## src/rtl/instr_fetch_unit.sv

```systemverilog
// Fetch stage: one outstanding imem read at a time; each returned word is buffered with its PC for decode.
// Latency: grant to inst_valid is at least 2 cycles. Requests stall while the buffer is full, during a flush, or on a misaligned PC.
module instr_fetch_unit #(
   parameter int ADDR_WIDTH = 32,
   parameter int DATA_WIDTH = 32,
   parameter int BUF_DEPTH  = 2
) (
   input  logic                  clk,
   input  logic                  rst,
   input  logic [ADDR_WIDTH-1:0] pc,
   output logic                  pc_advance,
   input  logic                  flush,
   output logic                  imem_req,
   output logic [ADDR_WIDTH-1:0] imem_addr,
   input  logic                  imem_gnt,
   input  logic                  imem_rvalid,
   input  logic [DATA_WIDTH-1:0] imem_rdata,
   output logic                  inst_valid,
   output logic [DATA_WIDTH-1:0] inst,
   output logic [ADDR_WIDTH-1:0] inst_pc,
   input  logic                  inst_ready,
   output logic                  fetch_err
);

   localparam int PTR_W = $clog2(BUF_DEPTH);
   localparam int CNT_W = PTR_W + 1;

   typedef enum logic [1:0] {IDLE, REQ, WAIT, DROP} state_t;

   state_t                state;
   logic [ADDR_WIDTH-1:0] req_pc;
   logic [DATA_WIDTH-1:0] buf_dat [BUF_DEPTH];
   logic [ADDR_WIDTH-1:0] buf_pc  [BUF_DEPTH];
   logic [PTR_W-1:0]      wr_ptr;
   logic [PTR_W-1:0]      rd_ptr;
   logic [CNT_W-1:0]      count;
   logic                  pc_aligned;
   logic                  grant;
   logic                  push;
   logic                  pop;

   // Credit check uses the registered count: a same-cycle pop does not free a slot.
   assign pc_aligned = (pc[1:0] == 2'b00);
   assign imem_req   = (state == REQ) && !flush && pc_aligned && (count < CNT_W'(BUF_DEPTH));
   assign imem_addr  = pc;
   assign grant      = imem_req && imem_gnt;
   assign pc_advance = grant;

   assign push = (state == WAIT) && imem_rvalid && !flush;
   assign pop  = inst_valid && inst_ready;

   assign inst_valid = (count != '0);
   assign inst       = buf_dat[rd_ptr];
   assign inst_pc    = buf_pc[rd_ptr];

   always_ff @(posedge clk or posedge rst) begin
      if (rst) begin
         state     <= IDLE;
         req_pc    <= '0;
         fetch_err <= 1'b0;
      end else begin
         if (flush)
            fetch_err <= 1'b0;
         else if ((state == REQ) && !pc_aligned)
            fetch_err <= 1'b1;

         case (state)
            IDLE: state <= REQ;
            REQ: begin
               if (grant) begin
                  req_pc <= pc;
                  state  <= WAIT;
               end
            end
            // A flush without data leaves one response in flight that must be swallowed.
            WAIT: begin
               if (imem_rvalid)
                  state <= REQ;
               else if (flush)
                  state <= DROP;
            end
            DROP: begin
               if (imem_rvalid)
                  state <= REQ;
            end
            default: state <= IDLE;
         endcase
      end
   end

   always_ff @(posedge clk or posedge rst) begin
      if (rst) begin
         wr_ptr <= '0;
         rd_ptr <= '0;
         count  <= '0;
         for (int i = 0; i < BUF_DEPTH; i++) begin
            buf_dat[i] <= '0;
            buf_pc[i]  <= '0;
         end
      end else if (flush) begin
         wr_ptr <= '0;
         rd_ptr <= '0;
         count  <= '0;
      end else begin
         if (push) begin
            buf_dat[wr_ptr] <= imem_rdata;
            buf_pc[wr_ptr]  <= req_pc;
            wr_ptr          <= wr_ptr + PTR_W'(1);
         end
         if (pop)
            rd_ptr <= rd_ptr + PTR_W'(1);
         if (push && !pop)
            count <= count + CNT_W'(1);
         else if (!push && pop)
            count <= count - CNT_W'(1);
      end
   end

endmodule
```

## config.mk

```make
export PLATFORM = sky130hd
export DESIGN_NAME = instr_fetch_unit
export DESIGN_NICKNAME = d
export VERILOG_FILES = /design/src/rtl/instr_fetch_unit.sv
export SDC_FILE = /design/constraint.sdc
export NUM_CORES = 1
export LEC_CHECK = 0
export ABC_AREA = 1
export BUFFER_PORTS_ARGS = -buffer_cell sky130_fd_sc_hd__buf_4
export CORE_MARGIN = 2
export CORE_UTILIZATION = 50
export DETAILED_ROUTE_END_ITERATION = 8
export HOLD_SLACK_MARGIN = 0.12
export PLACE_DENSITY = 0.76
export SLEW_MARGIN = 30
export SYNTH_ARGS = -nofsm -noshare
export SYNTH_HDL_FRONTEND = slang
export SYNTH_SLANG_ARGS = --single-unit
```

## constraint.sdc

```tcl
create_clock -name clk -period 12.2 [get_ports clk]
set_input_delay 2.44 -clock clk [delete_from_list [all_inputs] [get_ports clk]]
set_output_delay 2.44 -clock clk [all_outputs]
set_load 0.02 [all_outputs]
```

* After elaboration in Yosys (flattened, before gate mapping)
Cells that the tools add are included.
** Word-level totals
- Register bits after elaboration :: 167
- Latch bits :: 0
- Bits in writable memories :: 0
- Memory bits (read-only) :: 0
- Input bits :: 70
- Output and inout bits :: 100
- Word-level logic and storage cells :: 76
- Memories :: 0
** Cells by class
- Add/subtract/negate cells :: 4
- Multipliers :: 0
- Div/mod/pow operators :: 0
- $lt $le $gt $ge :: 4
- Equality and inequality tests :: 6
- Shift-type cells :: 0
- Mux-type cells :: 24
- Bitwise logic cells :: 3
- Reduce and logical (&&, ||, !) cells :: 25
** Operators with widths (number)
- $mux W32 :: 7
- $bwmux W64 :: 2
- $demux W32 S1 :: 1
- $mux W2 :: 7
- $logic_and A1 B1 Y1 :: 11
- $pmux W2 S4 :: 1
- $reduce_bool A2 Y1 :: 4
- $mux W1 :: 6
- $eq A2 B2 Y1 const B :: 2
- $ge A2 B2 Y1 const B :: 2
- $logic_not A1 Y1 :: 4
- $logic_not A2 Y1 :: 2
- $ne A2 B2 Y1 const B :: 2
- $not A1 Y2 :: 2
- $reduce_and A2 Y1 :: 2
- $ne A3 B3 Y1 const B :: 1
- $reduce_and A3 Y1 :: 1
- $reduce_bool A3 Y1 :: 1
- $add A1 B1 Y1 const B :: 2
- $add A2 B1 Y2 const B :: 1
- $eq A2 B1 Y1 const B :: 1
- $lt A2 B1 Y1 const B :: 1
- $lt A2 B2 Y1 const B :: 1
- $sub A2 B1 Y2 const B :: 1
- $not A1 Y1 :: 1

* Logic depth before layout (Yosys ltp)
- Depth in word-level cells :: 8
- Mapped depth :: 9
- Depth with buffers taken out :: 9

* Worst setup path before layout
OpenSTA, ideal clock, no wires.
- Kind :: input to output
- Start point :: in pc[1]
- End point :: out pc_advance
- Arrival time :: 3056 ps
- Required time :: 9760 ps
- Setup slack :: 6704 ps
- Stages on the path :: 4
- Path buffers :: 1
- Cell sequence :: nor2_1 -> nand4_2 -> inv_2 -> buf_4
** Between the ends
- Longest elaborated chain between the ends :: 4
** RTL lines
- start, declared :: line 10 : input logic [ADDR_WIDTH-1:0] pc,
- $logic_not A2 Y1 :: line 43 : assign pc_aligned = (pc[1:0] == 2'b00);
- $logic_and A1 B1 Y1 (2 in series) :: line 44 : assign imem_req = (state == REQ) && !flush && pc_aligned && (count < CNT_W'(BUF_DEPTH));
- $logic_and A1 B1 Y1 :: line 46 : assign grant = imem_req && imem_gnt;
- end, declared :: line 11 : output logic pc_advance,
No other way between the ends.

* Worst setup path in the final report
Ends and elaborated chain as after synthesis.

==> qor.csv <==
stage;metric;value;unit
synthesis;synth_top_area_share;56.5;%
synthesis;synth_sequential_area_ratio;56.5;%
critical_path;required;9760;ps
critical_path;cpPeakStageDelay;460;ps
drt;drcViolationCount;0;
critical_path;cp_slowest_cell;buf_4;
clock_network;cts_tree;built;
synthesis;yosys-top-cells-area;dfrtp_1 57%, nand2_1 19%, o21ai_1 8.6%;
clock_network;cts-root-buf;clkbuf_16;
run;cap_violations;0;
timing;final_hold_viol_count;0;
synthesis;syn-num-nets;957;
critical_path;path_delay_family;buffers and inverters;
clock_network;cts_num_sinks;167;
critical_path;r2r_cells;8;
synthesis;syn_inst;884;
hold_path;hold_path_depth;2;
hold_path;hold_class;reg -> reg;
floorplan;start_util;51.1;%
clock_network;clkTransAtPathRegs;60;ps
grt;grt_start_max_net_pins;85;
floorplan;io_pins;170;
timing;finalCritPeriodShare;50.1;%
synthesis;syn-cell-area;0.00739;sq mm
timing;fmax;163;MHz
floorplan;rows;44;
synthesis;yosysMostFrequentCell;nand2_1;
critical_path;cp_num_buf_inv;4;
floorplan;dieHeight;126;um
floorplan;die-area;0.0158;sq mm
grt;grt.total_usage;20.1;%
placed_design;gp_congestion;0.778;
drt;vias_per_cell;4.85;
critical_path;end_kind;primary output;
clock_network;clk_latency;420;ps
timing;fin_setup_tns;0;ps
grt;antenna_found_initial;0;
timing;period_needed;6120;ps
final_layout;finish.utilization;61.8;%
grt;grt_pass1_vias;5441;
pwr;p_leak;4.83;nW
critical_path;arrival;3680;ps
clock_network;cts_setup_buffers;0;
pwr;power_density;200;mW/mm^2
timing;fin_skew;7.40;ps
synthesis;synthArstFlopShare;100;%
grt;grt_first_pass_wirelength;25600;um
grt;grt_overflow;0;
synthesis;yosysWarnings;0;
timing;slew_viol_final;0;
floorplan;die_w;126;um
drt;finalWirelength;15400;um
drt;drtIter0Drc;470;
critical_path;critPathMaxFanout;61;
synthesis;ys.flop_type;dfrtp_1;
timing;slew-limit-headroom;45.4;%
pwr;vdd_ir_drop_max;0.000105;V
timing;setup_slack;6080;ps
timing;tightest_slew;819;ps
drt;vias;5796;
placed_design;post-dp-hpwl;9430;um
critical_path;critPathLaunchType;input pin;
timing;rsz0062_at_grt;no;
clock_network;cts_resized;0;
synthesis;synth_edf_count;0;
final_layout;stdcell_count;1195;
final_layout;nets;1071;
placed_design;place_ws;6080;ps
status;status;finished clean;
critical_path;path_cells;buf_4 -> nor2_1 -> nand4_2 -> inv_2 -> buf_4 -> buf_4;
timing;finalSetupViolations;0;
placed_design;io_buffers;169;
synthesis;synth_cell_types;18;
critical_path;crit_type;in -> out;
critical_path;cp_common_cell;buf_4;
synthesis;synth_commonest_cells;374 x nand2_1, 167 x dfrtp_1, 127 x o21ai_1;
synthesis;avgSynthCellArea;8.36;sq um
synthesis;synth-seq-cells;167;
placed_design;post-place-cells;1163;
floorplan;core;0.0145;sq mm
synthesis;yosysTopAreaCell;dfrtp_1;
clock_network;cts_hold_buf;0;
final_layout;areaGrowthSynthToFinish;21.1;%
clock_network;cts-buffers-inserted;17;
final_layout;fillers;1284;
drt;ant_nets;0;
clock_network;cts_max_path_buffers;2;
drt;firstDrtPassIters;6;
clock_network;h-tree-depth;4;
final_layout;final_layout_size_suffix_gt1_share;21.1;%
drt;wl_per_cell;12.9;um
critical_path;path_depth;6;
final_layout;diodes;0;
==> where the power goes <==
group	switching, mW	internal [mW]
sequential	0.0576	0.689
combinational	0.334	0.209
clock	0.205	0.295
total	0.596	1.19
==> flip-flops by register name (all words and copies together), names as in the netlist <==
signal,count
buf_dat,64
buf_pc,64
req_pc,32
count,2
state,2
fetch_err,1
rd_ptr,1
wr_ptr,1
==> layout make-up <==
| type | instances | area, sq um | area share (%) |
|---|---|---|---|
| repair buffers | 175 | 1320 | 14.7 |
| inverters | 80 | 305 | 3.41 |
| flip-flops and latches | 167 | 4180 | 46.7 |
| clock buffers | 23 | 478 | 5.34 |
| well taps | 184 | 230 | 2.57 |
| clock inverters | 9 | 75.1 | 0.839 |
| multi-input cells | 557 | 2370 | 26.4 |
==> through the flow <==
stage	power, mW	instance area, sq um	hold WS (ps)
after floorplan	1.10	7390	436
after global placement	1.29	8400	457
after detailed placement	1.30	8400	459
after CTS	1.81	8950	474
after global routing	1.90	8950	502
final	1.79	8950	466
==> worst register-to-register path, stage by stage, from the launching register on <==
cell and delay, ps:
dfrtp_1 390, inv_1 60, ha_1 230, nand2_2 110
nor2_4 60, nand2_4 520, buf_4 660, nand2_1 160
o21ai_1 100
==> logic make-up after synthesis <==
logic type | Yosys count | synth area share [%]
AOI/OAI and AO/OA | 162 | 11.0
adders and majority gates | 3 | 0.508
buffers and inverters | 160 | 11.6
DFF | 167 | 56.5
and+or+nand+nor | 392 | 20.4
==> routing by layer <==
metal  vias up  wire length [um]  track usage, %  part of all wire (%)
li1       2945                 -               -                     -
met1      2665              7040            26.6                    46
met2       168              7290            33.1                    47
met3        18               874            3.81                   5.7
met4         0               221            7.65                   1.4
met5         -                 0               0                     0
==> final timing paths <==
path / to / slack (ps) / from
max: pc_advance / 6080 / pc[1]
max reg2reg: buf_dat[2] / 9830 / state[0]
min in group asynchronous: buf_dat[2] / 2150 / rst
min reg2reg: req_pc[1] / 470 / req_pc[1]
max in group asynchronous: rd_ptr / 8830 / rst
min: req_pc[1] / 470 / req_pc[1]
==> placed cells by master (no fill, tap or decap), drive strengths merged <==
master and n:
nand2 376, buf 175, dfrtp 167, o21ai 159
inv 80, clkbuf 23, nand3 10, clkinv 6
nor2 5, a21oi 3, ha 3, clkinvlp 2
nand4 1, bufinv 1
Power figures use the tool's default switching activity.
